[src/rtl/sb_adapter_cfg_endpoint.sv]
// sb_adapter_cfg_endpoint: adapter-side RDI sideband cfg endpoint (TX serializer, RX reassembler and buffer)
module sb_adapter_cfg_endpoint #(
   parameter int CRD_INIT = 4,
   parameter int RX_DEPTH = 4
) (
   input  logic        i_clk,
   input  logic        i_rst,
   input  logic        i_tx_valid,
   input  logic [63:0] i_tx_msg,
   output logic        o_tx_ready,
   output logic        o_lp_cfg_vld,
   output logic [31:0] o_lp_cfg,
   input  logic        i_pl_cfg_crd,
   input  logic        i_pl_cfg_vld,
   input  logic [31:0] i_pl_cfg,
   output logic        o_lp_cfg_crd,
   output logic        o_rx_valid,
   output logic [63:0] o_rx_msg,
   input  logic        i_rx_ready,
   output logic [3:0]  o_crd_count,
   output logic [2:0]  o_err
);
   localparam int AW = $clog2(RX_DEPTH);
   localparam logic [AW:0] PTR_ONE = 1;
   localparam logic [3:0] CRD_MAX = 4'(CRD_INIT);

   typedef enum logic [1:0] {IDLE, BEAT0, BEAT1} state_t;

   state_t      state;
   logic [31:0] msg_hi;
   logic [3:0]  crd_count;
   logic        phase;
   logic [31:0] rx_lo;
   logic [AW:0] wr_ptr;
   logic [AW:0] rd_ptr;
   logic [63:0] mem [RX_DEPTH];
   logic [2:0]  err;
   logic        accept;
   logic        pop;
   logic        push;
   logic        push_ok;
   logic        full;

   assign o_tx_ready  = (state == IDLE || state == BEAT1) && crd_count != 4'd0;
   assign accept      = i_tx_valid && o_tx_ready;
   assign o_crd_count = crd_count;
   assign o_err       = err;
   assign o_rx_valid  = wr_ptr != rd_ptr;
   assign o_rx_msg    = mem[rd_ptr[AW-1:0]];
   assign full        = (wr_ptr[AW] != rd_ptr[AW]) && (wr_ptr[AW-1:0] == rd_ptr[AW-1:0]);
   assign pop         = o_rx_valid && i_rx_ready;
   assign push        = i_pl_cfg_vld && phase;
   assign push_ok     = push && (!full || pop);

   // TX serializer: the state names the beat currently on lp_cfg, so outputs are registered
   always_ff @(posedge i_clk) begin
      if (i_rst) begin
         state        <= IDLE;
         o_lp_cfg_vld <= 1'b0;
         o_lp_cfg     <= '0;
         msg_hi       <= '0;
      end else if (accept) begin
         state        <= BEAT0;
         o_lp_cfg_vld <= 1'b1;
         o_lp_cfg     <= i_tx_msg[31:0];
         msg_hi       <= i_tx_msg[63:32];
      end else if (state == BEAT0) begin
         state        <= BEAT1;
         o_lp_cfg     <= msg_hi;
      end else begin
         state        <= IDLE;
         o_lp_cfg_vld <= 1'b0;
      end
   end

   // TX credit counter: a simultaneous accept and returned credit cancel out; saturates at CRD_INIT
   always_ff @(posedge i_clk) begin
      if (i_rst)
         crd_count <= CRD_MAX;
      else if (accept && !i_pl_cfg_crd)
         crd_count <= crd_count - 4'd1;
      else if (!accept && i_pl_cfg_crd && crd_count != CRD_MAX)
         crd_count <= crd_count + 4'd1;
   end

   // Sticky errors: credit overflow, RX buffer overflow, beat pair broken by an idle cycle
   always_ff @(posedge i_clk) begin
      if (i_rst)
         err <= '0;
      else
         err <= err | {!i_pl_cfg_vld && phase, push && !push_ok, i_pl_cfg_crd && !accept && crd_count == CRD_MAX};
   end

   // RX assembler: first beat of a pair is held as the low word; a gap discards it
   always_ff @(posedge i_clk) begin
      if (i_rst) begin
         phase <= 1'b0;
         rx_lo <= '0;
      end else if (i_pl_cfg_vld && !phase) begin
         phase <= 1'b1;
         rx_lo <= i_pl_cfg;
      end else begin
         phase <= 1'b0;
      end
   end

   // RX buffer pointers and the credit pulse returned one cycle after each pop
   always_ff @(posedge i_clk) begin
      if (i_rst) begin
         wr_ptr       <= '0;
         rd_ptr       <= '0;
         o_lp_cfg_crd <= 1'b0;
      end else begin
         if (push_ok)
            wr_ptr <= wr_ptr + PTR_ONE;
         if (pop)
            rd_ptr <= rd_ptr + PTR_ONE;
         o_lp_cfg_crd <= pop;
      end
   end

   // RX buffer storage; entry 0 is cleared so the show-ahead head reads zero after reset
   always_ff @(posedge i_clk) begin
      if (i_rst)
         mem[0] <= '0;
      else if (push_ok)
         mem[wr_ptr[AW-1:0]] <= {i_pl_cfg, rx_lo};
   end
endmodule
[config.mk]
export PLATFORM = sky130hd
export DESIGN_NAME = sb_adapter_cfg_endpoint
export DESIGN_NICKNAME = d
export VERILOG_FILES = /design/src/rtl/sb_adapter_cfg_endpoint.sv
export SDC_FILE = /design/constraint.sdc
export NUM_CORES = 1
export LEC_CHECK = 0
export ABC_AREA = 1
export BUFFER_PORTS_ARGS = -buffer_cell sky130_fd_sc_hd__buf_4
export CORE_MARGIN = 2
export CORE_UTILIZATION = 51
export CTS_CLUSTER_SIZE = 25
export DETAILED_ROUTE_END_ITERATION = 10
export GPL_TIMING_DRIVEN = 0
export HOLD_SLACK_MARGIN = 0.02
export PLACE_DENSITY = 0.87
export SLEW_MARGIN = 20
export SYNTH_ARGS = -nofsm -noshare
export SYNTH_HDL_FRONTEND = slang
export SYNTH_SLANG_ARGS = --single-unit
[constraint.sdc]
create_clock -name i_clk -period 6.7 [get_ports i_clk]
set_clock_uncertainty 0.05 [all_clocks]
set_input_delay 1.34 -clock i_clk [delete_from_list [all_inputs] [get_ports i_clk]]
set_output_delay 1.34 -clock i_clk [all_outputs]
set_load 0.02 [all_outputs]
# Word level (Yosys, flattened, before mapping)
# Memory sizes are Yosys's and may differ from the RTL's. A register that Yosys moved wholly into a read port is not among the register bits.
# Cells that the tools add are included.
# classes
addsub,4
eq_ne,8
n_mux,19
bitwise_logic,1
n_reduce_logical,27
# ops
operator,n
2-to-1 mux 32 bit,2
2-to-1 mux 64 bit,1
OR reduction 64 bit,1
logical AND 1 bit,13
2-to-1 mux 1 bit,10
2-to-1 mux 2 bit,4
2-to-1 mux 4 bit,2
"adder 3 x 1 -> 3 bit, second input constant",2
zero test 1 bit,6
"adder 4 x 1 -> 4 bit, second input constant",1
"equality test 4 x 3 -> 1 bit, second input constant",1
"inequality test 4 x 3 -> 1 bit, second input constant",1
nonzero test 2 bit,2
nonzero test 4 bit,1
"subtractor 4 x 1 -> 4 bit, second input constant",1
inequality test 3 bit,1
OR 3 bit,1
"equality test 2 x 1 -> 1 bit, second input constant",1
equality test 2 bit,1
"equality test 2 bit, second input constant",1
zero test 2 bit,1
logical OR 1 bit,2
"inequality test 2 bit, second input constant",1
OR reduction 2 bit,1
inequality test 1 bit,1
# totals
regBits,114
mem_bits_rw,256
in_bits,102
output_inout_bits,107
memories,1
# memory_table
memory,depth,width,read_ports,rd_ports_with_merged_regs,write_ports,line_no,rtl
mem,4,64,1,1,1,36,logic [63:0] mem [RX_DEPTH];

# Depth between registers and ports, before layout
# logic_depth
word_depth,10
ltp_mapped,12

# Worst setup path after synthesis
# Ideal clock, no wire load.
# synth_path
path_type,input port to flip-flop
startpoint,in i_rx_ready
endpoint,"mem mem[0][0], enable pin"
setup_time_ns,0.581
arrival_time_ns,6.389
required_time_ns,6.069
slack_ns,-0.320
path_stages,4
path_cell_list,nor2_1 a21oi_4 inv_1 o31ai_1
# synth_via
elab_chain_cells,8
# synth_lines
element,line_no,rtl
start: declaration,19,"input logic i_rx_ready,"
logical AND 1 bit (*),51,assign pop = o_rx_valid && i_rx_ready;
logical OR 1 bit (*),53,assign push_ok = push && (!full || pop);
logical AND 1 bit (*),53,
2-to-1 mux 1 bit (*),126,else if (push_ok)
2-to-1 mux 1 bit (*),124,if (i_rst)
2-to-1 mux 1 bit (implied by the code) (*),127,"mem[wr_ptr[AW-1:0]] <= {i_pl_cfg, rx_lo};"
OR reduction 64 bit (no source line),-,
2-to-1 mux 2 bit (no source line) or 2-to-1 mux 1 bit (tied branches),-,
end: declaration,36,
# Mark *: on every way between the ends. The rest lies on a longest branch, timed or not.

==> impl_metrics.csv <==
group,metric,value,unit
worst_setup_path,worstPathCellList,"buf_2, inv_1, buf_2, clkbuf_1, o21ai_0, o22ai_1, buf_4",
place,gp_congestion,0.890,
sta,fmax,250,MHz
worst_setup_path,worstPathBufferInverterCount,5,
outcome,status,"complete, no violations",
sta,setup_violations,0,
place,place_area,16800,um2
sta,rsz0062_at_grt,"false",
global_route,grt_pass1_wl,57.3,mm
global_route,grt_pass1_vias,11000,
global_route,grt_max_degree,24,
floorplanning,chipHeight,172,um
floorplanning,die_area,29700,um2
power_and_ir_drop,ir_drop,0.000250,V
place,io_buffers,206,
global_route,grt.total_usage,25.3,%
synth,synth_edf_count,256,
final_layout,final_core_util,64.6,%
floorplanning,core_area,27900,um2
routing,dr.pass1.iters,6,
worst_setup_path,crit_fanout,10,
clocking,h-tree-depth,2,
worst_setup_path,critPathArrivalTime,2.61,ns
sta,finalCritPeriodShare,59.7,%
worst_setup_path,max_stage_delay,0.52,ns
min_path,hp-start,"o_err[1]$_SDFF_PP0_",
final_layout,layout-drive-gt1-share,21.7,%
min_path,hp-class,"reg -> reg",
worst_setup_path,rr_startpoint,"wr_ptr[0]$_SDFFE_PP0P_",
sta,worst_slew_pin_slew,0.890,ns
power_and_ir_drop,p_leak,6.94,nW
synth,synth_warnings,0,
min_path,min_delay_path_depth,2,
clocking,cts_hold_buffers,0,
synth,synth_area_leaders,"edfxtp_1, dfxtp_1, o21ai_0",
clocking,cts_sinks,372,
sta,drv_slew,0,
clocking,cts_setup_buffers,0,
synth,synth_most_common_cell,"edfxtp_1",
worst_setup_path,r2r_slack,3.59,ns
worst_setup_path,worstPathRequired,5.31,ns
place,dp_hpwl,25.9,mm
synth,netlist.area_leader.share,53.1,%
clocking,clk_pin_slew,0.06,ns
worst_setup_path,timing.critical_path.mode_cell,"buf_2",
sta,final.min_clock_period,4.00,ns
synth,synthTopCellsByCount,"edfxtp_1, o21ai_0, nor2_1",
min_path,hold_path_end,"o_err[1]$_SDFF_PP0_",
final_layout,fill_cells,1940,
clocking,cts-root-buf,"clkbuf_16",
routing,vias,11200,
routing,drc,0,
worst_setup_path,reg2regPathDepth,9,
power_and_ir_drop,power,0.00590,W
synth,yosysSeqAreaShare,69.2,%
final_layout,areaGrowthSynthToFinish,24.4,%
sta,report.final.hold_viol_count,0,
synth,synth_seq_cells,372,
floorplanning,die_w,172,um
synth,synthFlopType,"edfxtp_1",
global_route,overflow,0,
floorplanning,row_count,61,
clocking,cts_resized,0,
synth,ys_types,33,
sta,tns,0,ns
routing,drt_iter0_drc,1407,
global_route,antenna_found_initial,0,
worst_setup_path,critical-path-slowest-cell,"clkbuf_1",
final_layout,fin_nets,1674,
worst_setup_path,worst_setup_path_end_kind,"output port",
synth,synthesis.area,14500,um2
final_layout,stdcell_area,18000,um2
worst_setup_path,worst_r2r_endpoint,"mem[2][6]$_DFFE_PP_",
worst_setup_path,criticalPathCategory,"reg -> out",
routing,drt_wl_total,38.4,mm
clocking,cts_tree,"built",
synth,syn-num-nets,1414,
routing,wl_per_cell,19.4,um
clocking,insertion_delay,0.53,ns
floorplanning,io_pins,209,
final_layout,diodes,0,
routing,ant_nets,0,
worst_setup_path,cpLargestDelayFamily,"buffers and inverters",
synth,synth_top_area_cell,"edfxtp_1",
routing,vias_per_cell,5.66,
floorplanning,initial_core_util,51.9,%
worst_setup_path,startpoint_type,"register",
clocking,cts_buffer_depth,3,
power_and_ir_drop,p_per_area,328,nW/um2
synth,synthCells,1309,
sta,slew_headroom,40.4,%
synth,async_flop_share,0,%
sta,whs,0.404,ns
synth,avgSynthCellArea,11.0,um2
job,drv_cap,0,
clocking,cts_made_buffers,37,
area by class of cell:
| type | instances | area, um2 | area share (%) |
|---|---|---|---|
| clock buffer | 59 | 1120 | 6.23 |
| multi-input combinational | 740 | 3670 | 20.4 |
| clock inverter | 9 | 103 | 0.570 |
| inverter | 113 | 424 | 2.36 |
| timing repair buffer | 221 | 1790 | 9.96 |
| tap | 378 | 473 | 2.63 |
| sequential | 372 | 10000 | 55.6 |
| buffer | 84 | 399 | 2.22 |
worst max-delay path by stage:
stage / from / end / slack (ns) / cells after the start
floorplan: i_rst / mem[1][0]$_DFFE_PP_ / 1.44 / 7
global placement: i_rst / mem[3][37]$_DFFE_PP_ / -0.91 / 7
detailed placement: i_rst / mem[0][43]$_DFFE_PP_ / 2.81 / 7
CTS: register / o_rx_msg[30] / 2.70 / 7
global route: register / o_rx_msg[30] / 2.61 / 7
finish: register / o_rx_msg[30] / 2.70 / 7
logic make-up (layout without fill, tap and decap cells):
family	count (synthesis)	count (layout)	share of synthesized area, %
compound gates	349	349	13.6
simple gates	384	384	11.0
flops	372	372	69.2
buf+inv	197	486	5.69
xor+xnor	4	4	0.242
fa+ha+maj	3	3	0.260
tightest hold or removal path: stages (launching register included):
cell and delay, ns:
dfxtp_1 0.31, inv_1 0.05, a21oi_1 0.05
stage by stage:
stage	instances	setup slack (ns)
2_1_floorplan	1309	1.44
3_3_place_gp	1893	-0.908
3_5_place_dp	1908	2.81
4_1_cts	1976	2.70
5_1_grt	1976	2.61
6_report	1976	2.70
cell usage in the layout (no fill, tap or decap), drive strengths merged:
cell	count
edfxtp	256
buf	249
nor2	235
o21ai	213
dfxtp	116
clkbuf	115
inv	113
nand2	109
o22ai	64
a21oi	45
nand3	35
a32o	23
clkinv	7
xor2	4
ha	3
nand4	2
bufinv	2
nor3	2
or2	1
o31ai	1
a211oi	1
o21a	1
o21bai	1
flip-flops by register name, summed over array words and instances, names as in the netlist, named ones only:
signal and count:
rx_lo 32, o_lp_cfg_vld 1, mem 256, msg_hi 32
o_lp_cfg_crd 1, state 2, o_lp_cfg 32, phase 1
o_crd_count 4, rd_ptr 3, wr_ptr 3, o_err 3
where the power goes:
group | internal, W | switching, W
Clock | 0.00123 | 0.000841
Sequential | 0.00253 | 0.0000544
Combinational | 0.000446 | 0.000795
Total | 0.00421 | 0.00169
metal layers:
layer  share of wire, %  vias up  track usage, %
li1                   -     5080               -
met1                 36     5271            30.3
met2                 50      715            44.7
met3                 11      115            5.42
met4                3.5        0            9.61
met5                  0        -               0
Note: power is estimated with default switching activity, not from simulation.
